==> config.mk <==
export PLATFORM = sky130hd
export DESIGN_NAME = pc_fetch_unit
export DESIGN_NICKNAME = d
export VERILOG_FILES = /design/src/rtl/pc_fetch_unit.sv
export SDC_FILE = /design/constraint.sdc
export NUM_CORES = 1
export LEC_CHECK = 0
export BUFFER_PORTS_ARGS = -buffer_cell sky130_fd_sc_hd__buf_2
export CORE_MARGIN = 2
export CORE_UTILIZATION = 44
export DETAILED_ROUTE_END_ITERATION = 6
export PLACE_DENSITY = 0.76
export SLEW_MARGIN = 20
export SYNTH_ARGS = -nofsm -noshare
export SYNTH_HDL_FRONTEND = slang
export SYNTH_SLANG_ARGS = --single-unit
==> constraint.sdc <==
create_clock -name clk -period 2.6 [get_ports clk]
set_clock_uncertainty 0.2 [all_clocks]
set_input_delay 0.52 -clock clk [delete_from_list [all_inputs] [get_ports clk]]
set_output_delay 0.52 -clock clk [all_outputs]
set_load 0.01 [all_outputs]
==> src/rtl/pc_fetch_unit.sv <==
// pc_fetch_unit: instruction-fetch stage.
// Holds the PC, presents it to a zero-latency instruction memory, captures the returned
// word into the IF/ID register and chooses the next PC from halt / branch / jump / stall
// requests issued by later pipeline stages.
module pc_fetch_unit #(
  parameter logic [31:0] RESET_PC  = 32'h0000_0000,
  parameter int          MEM_WORDS = 32
) (
  input  logic        clk,
  input  logic        rst_n,
  input  logic        stall,
  input  logic        flush,
  input  logic        branch_taken,
  input  logic [31:0] branch_target,
  input  logic        jump,
  input  logic [25:0] jump_index,
  input  logic        halt,
  output logic [31:0] imem_addr,
  input  logic [31:0] imem_data,
  output logic [31:0] ifid_instruction,
  output logic [31:0] ifid_pc_plus4,
  output logic        ifid_valid,
  output logic        misaligned,
  output logic [1:0]  fetch_state
);

  // Size of the instruction memory in bytes. Computed in 33 bits so that a PC near the
  // top of the address space cannot overflow the sequential-increment comparison.
  localparam logic [32:0] MEM_BYTES = 33'(MEM_WORDS) << 2;

  typedef enum logic [1:0] {
    ST_BOOT = 2'b00,
    ST_RUN  = 2'b01,
    ST_HALT = 2'b10
  } fetch_state_e;

  fetch_state_e state_q, state_d;
  logic [31:0]  pc_q, pc_d;
  logic [31:0]  instr_q, instr_d;
  logic [31:0]  pcp4_q, pcp4_d;
  logic         valid_q, valid_d;
  logic         mis_q, mis_d;

  logic [32:0]  pc_sum;
  logic [31:0]  pc_plus4;
  logic [31:0]  jump_pc;
  logic [31:0]  branch_pc;
  logic         branch_unaligned;

  // Sequential PC with wrap to zero once it runs past the end of instruction memory;
  // the wrapped value feeds both the next PC and the IF/ID pc+4 field.
  always_comb begin
    pc_sum           = {1'b0, pc_q} + 33'd4;
    pc_plus4         = (pc_sum >= MEM_BYTES) ? 32'h0000_0000 : pc_sum[31:0];
    jump_pc          = {pc_plus4[31:28], jump_index, 2'b00};
    branch_pc        = {branch_target[31:2], 2'b00};
    branch_unaligned = (branch_target[1:0] != 2'b00);
  end

  // Next-state and next-PC selection; redirects outrank the hazard stall, and halt
  // outranks everything. BOOT spends exactly one edge doing nothing before RUN.
  always_comb begin
    state_d = state_q;
    pc_d    = pc_q;
    instr_d = instr_q;
    pcp4_d  = pcp4_q;
    valid_d = valid_q;
    mis_d   = mis_q;

    case (state_q)
      ST_BOOT: begin
        state_d = ST_RUN;
      end

      ST_RUN: begin
        if (halt) begin
          state_d = ST_HALT;
          instr_d = 32'h0000_0000;
          pcp4_d  = 32'h0000_0000;
          valid_d = 1'b0;
        end else if (branch_taken) begin
          pc_d    = branch_pc;
          instr_d = 32'h0000_0000;
          pcp4_d  = 32'h0000_0000;
          valid_d = 1'b0;
          if (branch_unaligned) begin
            mis_d = 1'b1;
          end
        end else if (jump) begin
          pc_d    = jump_pc;
          instr_d = 32'h0000_0000;
          pcp4_d  = 32'h0000_0000;
          valid_d = 1'b0;
        end else if (stall) begin
          if (flush) begin
            instr_d = 32'h0000_0000;
            pcp4_d  = 32'h0000_0000;
            valid_d = 1'b0;
          end
        end else begin
          pc_d = pc_plus4;
          if (flush) begin
            instr_d = 32'h0000_0000;
            pcp4_d  = 32'h0000_0000;
            valid_d = 1'b0;
          end else begin
            instr_d = imem_data;
            pcp4_d  = pc_plus4;
            valid_d = 1'b1;
          end
        end
      end

      ST_HALT: begin
        state_d = ST_HALT;
      end

      default: begin
        state_d = ST_BOOT;
      end
    endcase
  end

  // State, PC and IF/ID registers; reset clears them immediately, even mid-cycle.
  always_ff @(posedge clk or negedge rst_n) begin
    if (!rst_n) begin
      state_q <= ST_BOOT;
      pc_q    <= RESET_PC;
      instr_q <= 32'h0000_0000;
      pcp4_q  <= 32'h0000_0000;
      valid_q <= 1'b0;
      mis_q   <= 1'b0;
    end else begin
      state_q <= state_d;
      pc_q    <= pc_d;
      instr_q <= instr_d;
      pcp4_q  <= pcp4_d;
      valid_q <= valid_d;
      mis_q   <= mis_d;
    end
  end

  assign imem_addr        = pc_q;
  assign ifid_instruction = instr_q;
  assign ifid_pc_plus4    = pcp4_q;
  assign ifid_valid       = valid_q;
  assign misaligned       = mis_q;
  assign fetch_state      = state_q;

endmodule

==> results.txt, run 1 <==
----------------------------------------------------
[Setup path]
  Setup crit end kind ... flip-flop
  Largest stage delay, worst path ... 0.55 ns
  Required time reported for the critical path endpoint ... 2.67 ns
  Worst setup path class ... flip-flop to flip-flop
  Critical path's slowest cell ... sky130_fd_sc_hd__or4b_4
  Buffering stage count on the worst path with inverters included ... 1
  Launching element of the worst setup path ... imem_addr[14]
  Maximum fanout along the worst path ... 6
  Startpoint kind of the worst setup timing path ... flip-flop
  Source of the worst register-to-register timing path ... imem_addr[14]
  Cell Chain, Critical Path ... buf_6, nand2b_1, or4b_4, o311ai_4, nand4bb_1, nor4_4, nand3_4, o31ai_2
  Dominant delay contributor by cell family on the critical path ... simple AND/OR/NAND/NOR gates
  Critical Path AT ... approximately 2.7 ns

[Clock network]
  Number of buffers on the longest clock path ... 2
  Clock latency on the worst-skew pair ... 0.37 ns
  CTS tree ... built
  H-Tree Depth ... 3
  TritonCTS Buffers ... 9
  Clock slew at reported path FFs ... 0.11 ns
  CTS root buf ... sky130_fd_sc_hd__clkbuf_8
  Clock sinks ... 100

[Global route]
  Busiest metal layer after global routing ... met2
  Maximum number of pins on one net before global-route repair ... 46
  Met2 track demand over resource ... 0.384
  Via count of the first global-routing pass ... around 4,300
  Total routing resource utilization after global routing ... 0.237
  Met3 Usage GRT ... 0.0412
  First-pass GRT wire length ... 21.6 mm
  GRT met1 Usage ... 0.325
  Total global routing overflow ... 0
  Number of antenna violations at the first check in global routing ... 0

[STA]
  RSZ-0062 raised after global routing ... true
  Actual transition at the worst max-transition pin ... 0.690 ns
  Worst slew margin ... 0.539
  Peak clock frequency supported by timing ... between 0.3 and 0.4 GHz
  Total of endpoints with negative setup slack in the final report ... 2
  Post-route clock period utilization ... 1.00
  Final worst-path setup slack ... -0.0108 ns
  Count of endpoints failing hold in the final timing report ... 0
  Final min period ... 2.61 ns
  Final slew viol count ... 0

[Yosys]
  EDFF count, synth ... 0
  Syn Inst Count ... 446
  Largest area contributor in the synthesized netlist ... sky130_fd_sc_hd__dfrtp_1
  Synth Net Count ... about 550
  Dominant synthesized flop cell ... sky130_fd_sc_hd__dfrtp_1
  Number of distinct library cells after synthesis ... 65
  Seq/Total Area, Yosys ... 0.531
  Most area-consuming cells after synthesis ... sky130_fd_sc_hd__dfrtp_1 53%, sky130_fd_sc_hd__a22o_1 5.9%, sky130_fd_sc_hd__a221oi_1 3.9%
  Proportion of synthesized flip-flops having asynchronous set or reset ... 1.00
  Ys Warns ... 0
  Total standard cell area after synthesis ... 4710 µm²
  Avg Cell Area, Syn ... about 11 µm²
  Synthesis-stage register bit count ... 100
  Share of the synthesized area in the top cell type ... 0.531

[Die]
  Area of the die ... between 10,000 and 15,000 µm²
  Floorplan row count ... 37
  Total core area ... 10,400 µm²
  Starting density of the core ... 0.454
  Die extent in x ... 107 µm
  I/O pins ... roughly 200
  Die extent in y ... between 100 and 150 µm

[Detailed routing]
  Initial detailed-routing violation count ... approximately 250
  Post-detailed-routing wire length ... 13.7 mm
  Detailed-routing iteration count for the pre-antenna-repair pass ... 4
  Vias post-DR ... 4,413
  Mean number of vias per cell ... approximately 5.5
  ANT nets after route ... 0
  Remaining DRCs ... 0
  Routed wire length per instance ... 17.0 µm

[Pwr]
  Reported net switching power ... 2.43 mW
  Cell internal power dissipation ... ~3.3 mW
  Fraction of power spent switching nets ... 0.424
  Leakage component of the power ... 3.25 nW
  Worst voltage drop across the vdd grid ... 0.445 mV
  Part of the power in registers ... 0.382
  Fraction of power consumed by the clock network ... 0.175
  Power share of the combinational group ... 0.443
  Power density over the cells ... 889 nW/µm²

[Run status]
  Outcome ... complete, but fails checks
  Violated checks ... negative setup slack

[Layout]
  Cell area after layout ... 6440 µm²
  Sequential cell area ... 2500 µm²
  Area growth from synthesis to layout ... 36.7%
  Number of diodes ... 0
  Most common cell after layout, fill and taps aside ... sky130_fd_sc_hd__buf_2
  Proportion of layout cells with a drive suffix above 1 ... 0.432
  Commonest cells after routing, fill and taps aside ... 195 x sky130_fd_sc_hd__buf_2, 98 x sky130_fd_sc_hd__dfrtp_1, 46 x sky130_fd_sc_hd__nor2_1
  Multi-input logic area ... roughly 2200 µm²
  Final net count ... 768
  Core occupancy in the finished layout ... 0.621
  Fillers ... 894

[Flow run]
  Max-Cap Viols ... 0

[Place]
  Total placed instance area ... around 6000 µm²
  HPWL after detailed placement ... 10.2 mm
  Routability Congestion ... ~0.9
  Buffers on Ports ... 196

[Hold path]
  Launch instance of the worst min-delay path ... imem_data[5]
  Kind of path behind the tightest hold check ... input pin to flip-flop

----------------------------------------------------
## what timing repair did
item	CTS	global route
gates resized for setup	6	13
endpoints found under the hold margin	24	0
setup endpoints to repair	13	14
buffers inserted	2	2
pin swaps	5	7
cloned	0	0
hold buffers	1	0
## state kept, by name, summed over array words and instances (netlist names)
name	cells
ifid_valid	1
misaligned	1
fetch_state	2
imem_addr	32
ifid_pc_plus4	32
ifid_instruction	32
## power groups by stage
stage / registers [mW] / clock network (mW) / logic [mW]
floorplan: 2.39 / 0 / 1.11
global placement: 2.17 / 0 / 2.36
detailed placement: 2.19 / 0 / 2.40
CTS: 2.16 / 1.03 / 2.43
global route: 2.23 / 1.10 / 2.76
finish: 2.19 / 0.999 / 2.54
## per-stage QoR
stage               power (mW)  hold WS, ns  cells  worst slack (ns)  TNS, ns
floorplan                 3.49       0.0244    446            0.0246        0
global placement          4.52        0.242    787            0.0176        0
detailed placement        4.59        0.248    787           -0.0499   -0.210
CTS                       5.62        0.146    806           -0.0336  -0.0632
global route              6.09        0.134    808            -0.127    -1.36
finish                    5.72        0.153    808           -0.0108  -0.0198
## path summary, 6_finish.rpt
check                                 endpoint  slack, ns  depth (start not counted)
setup / recovery                  imem_addr[1]      -0.01                          8
hold / removal             ifid_instruction[5]       0.15                          2
setup reg to reg                  imem_addr[1]      -0.01                          8
hold reg to reg              ifid_pc_plus4[16]       0.29                          1
max in group asynchronous         imem_addr[3]       1.07                          3
min in group asynchronous        imem_addr[23]       0.38                          2
## Yosys cell counts (all sizes together) (6+ instances only)
library cell	number
a21oi	15
a221oi	21
a22o	32
and2	28
clkbuf	24
dfrtp	100
inv	11
nand2	25
nand3	17
nand4	12
nor2	48
nor4	11
o21ai	16
or3	6
## area by class of cell
type,instances,area share
clock inverter,7,0.0122
timing repair buffer,238,0.205
inverter,11,0.00641
tap,136,0.0264
sequential,100,0.389
multi-input combinational,307,0.342
clock buffer,9,0.0192
## per-layer routing
metal,vias to the layer above,share of wire
met5,-,0
met2,150,0.49
met1,2141,0.44
met4,0,0.025
li1,2098,-
met3,24,0.053
## cell families (layout without fill, tap and decap cells)
group / Yosys count / in the layout / synth area share
buf+inv: 39 / 265 / 0.0316
fa+ha+maj: 4 / 4 / 0.0106
mux: 3 / 3 / 0.00664
compound gates: 116 / 116 / 0.195
simple gates: 179 / 179 / 0.216
flops: 100 / 100 / 0.531
xor+xnor: 5 / 5 / 0.00930
(Power assumes the default switching activity.)
==> run 2, diff against run 1 <==
Settings changed: SLEW_MARGIN 20 to 10, TNS_END_PERCENT from default to 5.
==> results.txt, run 2 (synthesized netlist as in run 1, its figures left out) <==
----------------------------------------------------
[Run status]
  Outcome ... complete, but fails checks
  Violated checks ... negative setup slack

[Detailed routing]
  Routed wire length per instance ... 17.0 µm (+0.20%)
  Vias post-DR ... 4,448 (+0.79%)
  Post-detailed-routing wire length ... 13.7 mm (-0.17%)
  Initial detailed-routing violation count ... 243 (-4.0%)
  Mean number of vias per cell ... 5.53 (+1.2%)
  ANT nets after route ... 0 (unchanged)
  Remaining DRCs ... 0 (unchanged)
  Detailed-routing iteration count for the pre-antenna-repair pass ... 5 (+1)

[Pwr]
  Leakage component of the power ... 3.24 nW (-0.58%)
  Worst voltage drop across the vdd grid ... 0.447 mV (+0.52%)
  Total power ... 5.67 mW (-0.90%)
  Power density over the cells ... 887 nW/µm² (-0.22%)

[Die]
  Die extent in y ... 107 µm (unchanged)
  I/O pins ... 197 (unchanged)
  Die extent in x ... 107 µm (unchanged)
  Area of the die ... 11,500 µm² (unchanged)
  Total core area ... 10,400 µm² (unchanged)
  Starting density of the core ... 0.454 (unchanged)
  Floorplan row count ... 37 (unchanged)

[Clock network]
  Clock slew at reported path FFs ... 0.11 ns (about the same)
  Clock sinks ... 100 (unchanged)
  CTS root buf ... sky130_fd_sc_hd__clkbuf_8
  H-Tree Depth ... 3 (unchanged)
  CTS tree ... built
  Number of buffers on the longest clock path ... 2 (unchanged)
  TritonCTS Buffers ... 9 (unchanged)
  Clock latency on the worst-skew pair ... 0.37 ns (about the same)

[Global route]
  Total routing resource utilization after global routing ... 0.237 (-0.000390)
  Number of antenna violations at the first check in global routing ... 0 (unchanged)
  Maximum number of pins on one net before global-route repair ... 46 (unchanged)
  Total global routing overflow ... 0 (unchanged)
  Via count of the first global-routing pass ... 4,293 (-0.16%)
  First-pass GRT wire length ... 21.6 mm (about the same)

[Layout]
  Post-route insts no fill ... 805 (-0.37%)
  Final net count ... 765 (-0.39%)
  Most common cell after layout, fill and taps aside ... sky130_fd_sc_hd__buf_2
  Cell area after layout ... 6390 µm² (-0.68%)
  Fillers ... 896 (+0.22%)
  Commonest cells after routing, fill and taps aside ... 195 x sky130_fd_sc_hd__buf_2, 98 x sky130_fd_sc_hd__dfrtp_1, 46 x sky130_fd_sc_hd__nor2_1
  Number of diodes ... 0 (unchanged)
  Proportion of layout cells with a drive suffix above 1 ... 0.426 (-0.00554)
  Area growth from synthesis to layout ... 35.8%

[STA]
  Final worst-path setup slack ... -0.0260 ns (-0.0153 ns)
  Final min period ... 2.63 ns (+0.0153 ns)
  Actual transition at the worst max-transition pin ... 0.714 ns (+0.0246 ns)
  Final slew viol count ... 0 (unchanged)
  Post-route clock period utilization ... 1.01 (+0.00588)
  Peak clock frequency supported by timing ... 0.381 GHz (-0.58%)
  Total of endpoints with negative setup slack in the final report ... 4 (+2)
  RSZ-0062 raised after global routing ... true
  Final hold slack ... 0.155 ns (+0.00215 ns)
  Worst slew margin ... 0.523 (-0.0165)
  Count of endpoints failing hold in the final timing report ... 0 (unchanged)
  Final setup TNS ... -0.0543 ns (-0.0345 ns)

[Place]
  Total placed instance area ... 6090 µm² (unchanged)
  Buffers on Ports ... 196 (unchanged)
  Routability Congestion ... 0.906 (unchanged)
  DP Cell Count ... 787 (unchanged)
  HPWL after detailed placement ... 10.2 mm (unchanged)

[Setup path]
  Buffering stage count on the worst path with inverters included ... 0 (-1)
  Critical Path AT ... 2.69 ns (about the same)
  Startpoint kind of the worst setup timing path ... flip-flop
  Setup crit end kind ... flip-flop
  Cell Chain, Critical Path ... ha_4, nand4_4, or4_4, nor2_4, a31oi_2, nor4_4, nand3_4, o41ai_2
  Dominant delay contributor by cell family on the critical path ... simple AND/OR/NAND/NOR gates
  Maximum fanout along the worst path ... 8 (+2)
  Required time reported for the critical path endpoint ... 2.67 ns (about the same)
  Largest stage delay, worst path ... 0.52 ns (-0.03 ns)
  Worst setup path class ... flip-flop to flip-flop
  Critical path's slowest cell ... sky130_fd_sc_hd__or4_4

[Hold path]
  Kind of path behind the tightest hold check ... input pin to flip-flop

[Flow run]
  Max-Cap Viols ... 0 (unchanged)

----------------------------------------------------
==> run 2: power breakdown <==
group          switching, mW  total [mW]  internal, mW
Combinational           1.46        2.49          1.03
Clock                  0.614       0.996         0.382
Sequential             0.336        2.19          1.85
==> run 2: metal layers <==
layer | wire length, µm | vias up | GRT usage
met2 | 6730 | 168 | 0.383
met1 | 5870 | 2162 | 0.325
met3 | 774 | 29 | 0.0393
met4 | 298 | 0 | 0.0778
li1 | - | 2089 | -
met5 | 0 | - | 0
==> run 2: layout make-up <==
cell class                 instances  area (µm²)  share of cell area
timing repair buffer             235        1290               0.202
clock inverter                     7        78.8              0.0123
multi-input combinational        307        2180               0.342
sequential                       100        2500               0.392
tap                              136         170              0.0266
inverter                          11        41.3             0.00646
clock buffer                       9         124              0.0194
==> run 2: final timing paths <==
kind	depth (start not counted)	start	end	slack, ns
worst max-delay path	8	imem_addr[3]	imem_addr[2]	-0.03
max in group asynchronous	3	rst_n	imem_addr[3]	1.07
worst min register to register	1	ifid_pc_plus4[16]	ifid_pc_plus4[16]	0.29
worst max register to register	8	imem_addr[3]	imem_addr[2]	-0.03
min in group asynchronous	2	rst_n	imem_addr[23]	0.38
worst min-delay path	2	imem_data[5]	ifid_instruction[5]	0.16
==> run 2: timing repair <==
action	CTS	global route
setup buffers	1	0
gates resized for setup	6	9
endpoints found under the setup margin	13	14
endpoints found under the hold margin	24	0
pin swaps	5	2
hold buffers	1	0
cloned	0	0
==> run 2: per-stage QoR <==
step / utilization / worst slack (ns)
5_1_grt: 0.617 / -0.134
3_5_place_dp: 0.587 / -0.0499
6_report: 0.617 / -0.0260
2_1_floorplan: - / 0.0246
4_1_cts: 0.611 / -0.0385
3_3_place_gp: 0.587 / 0.0176
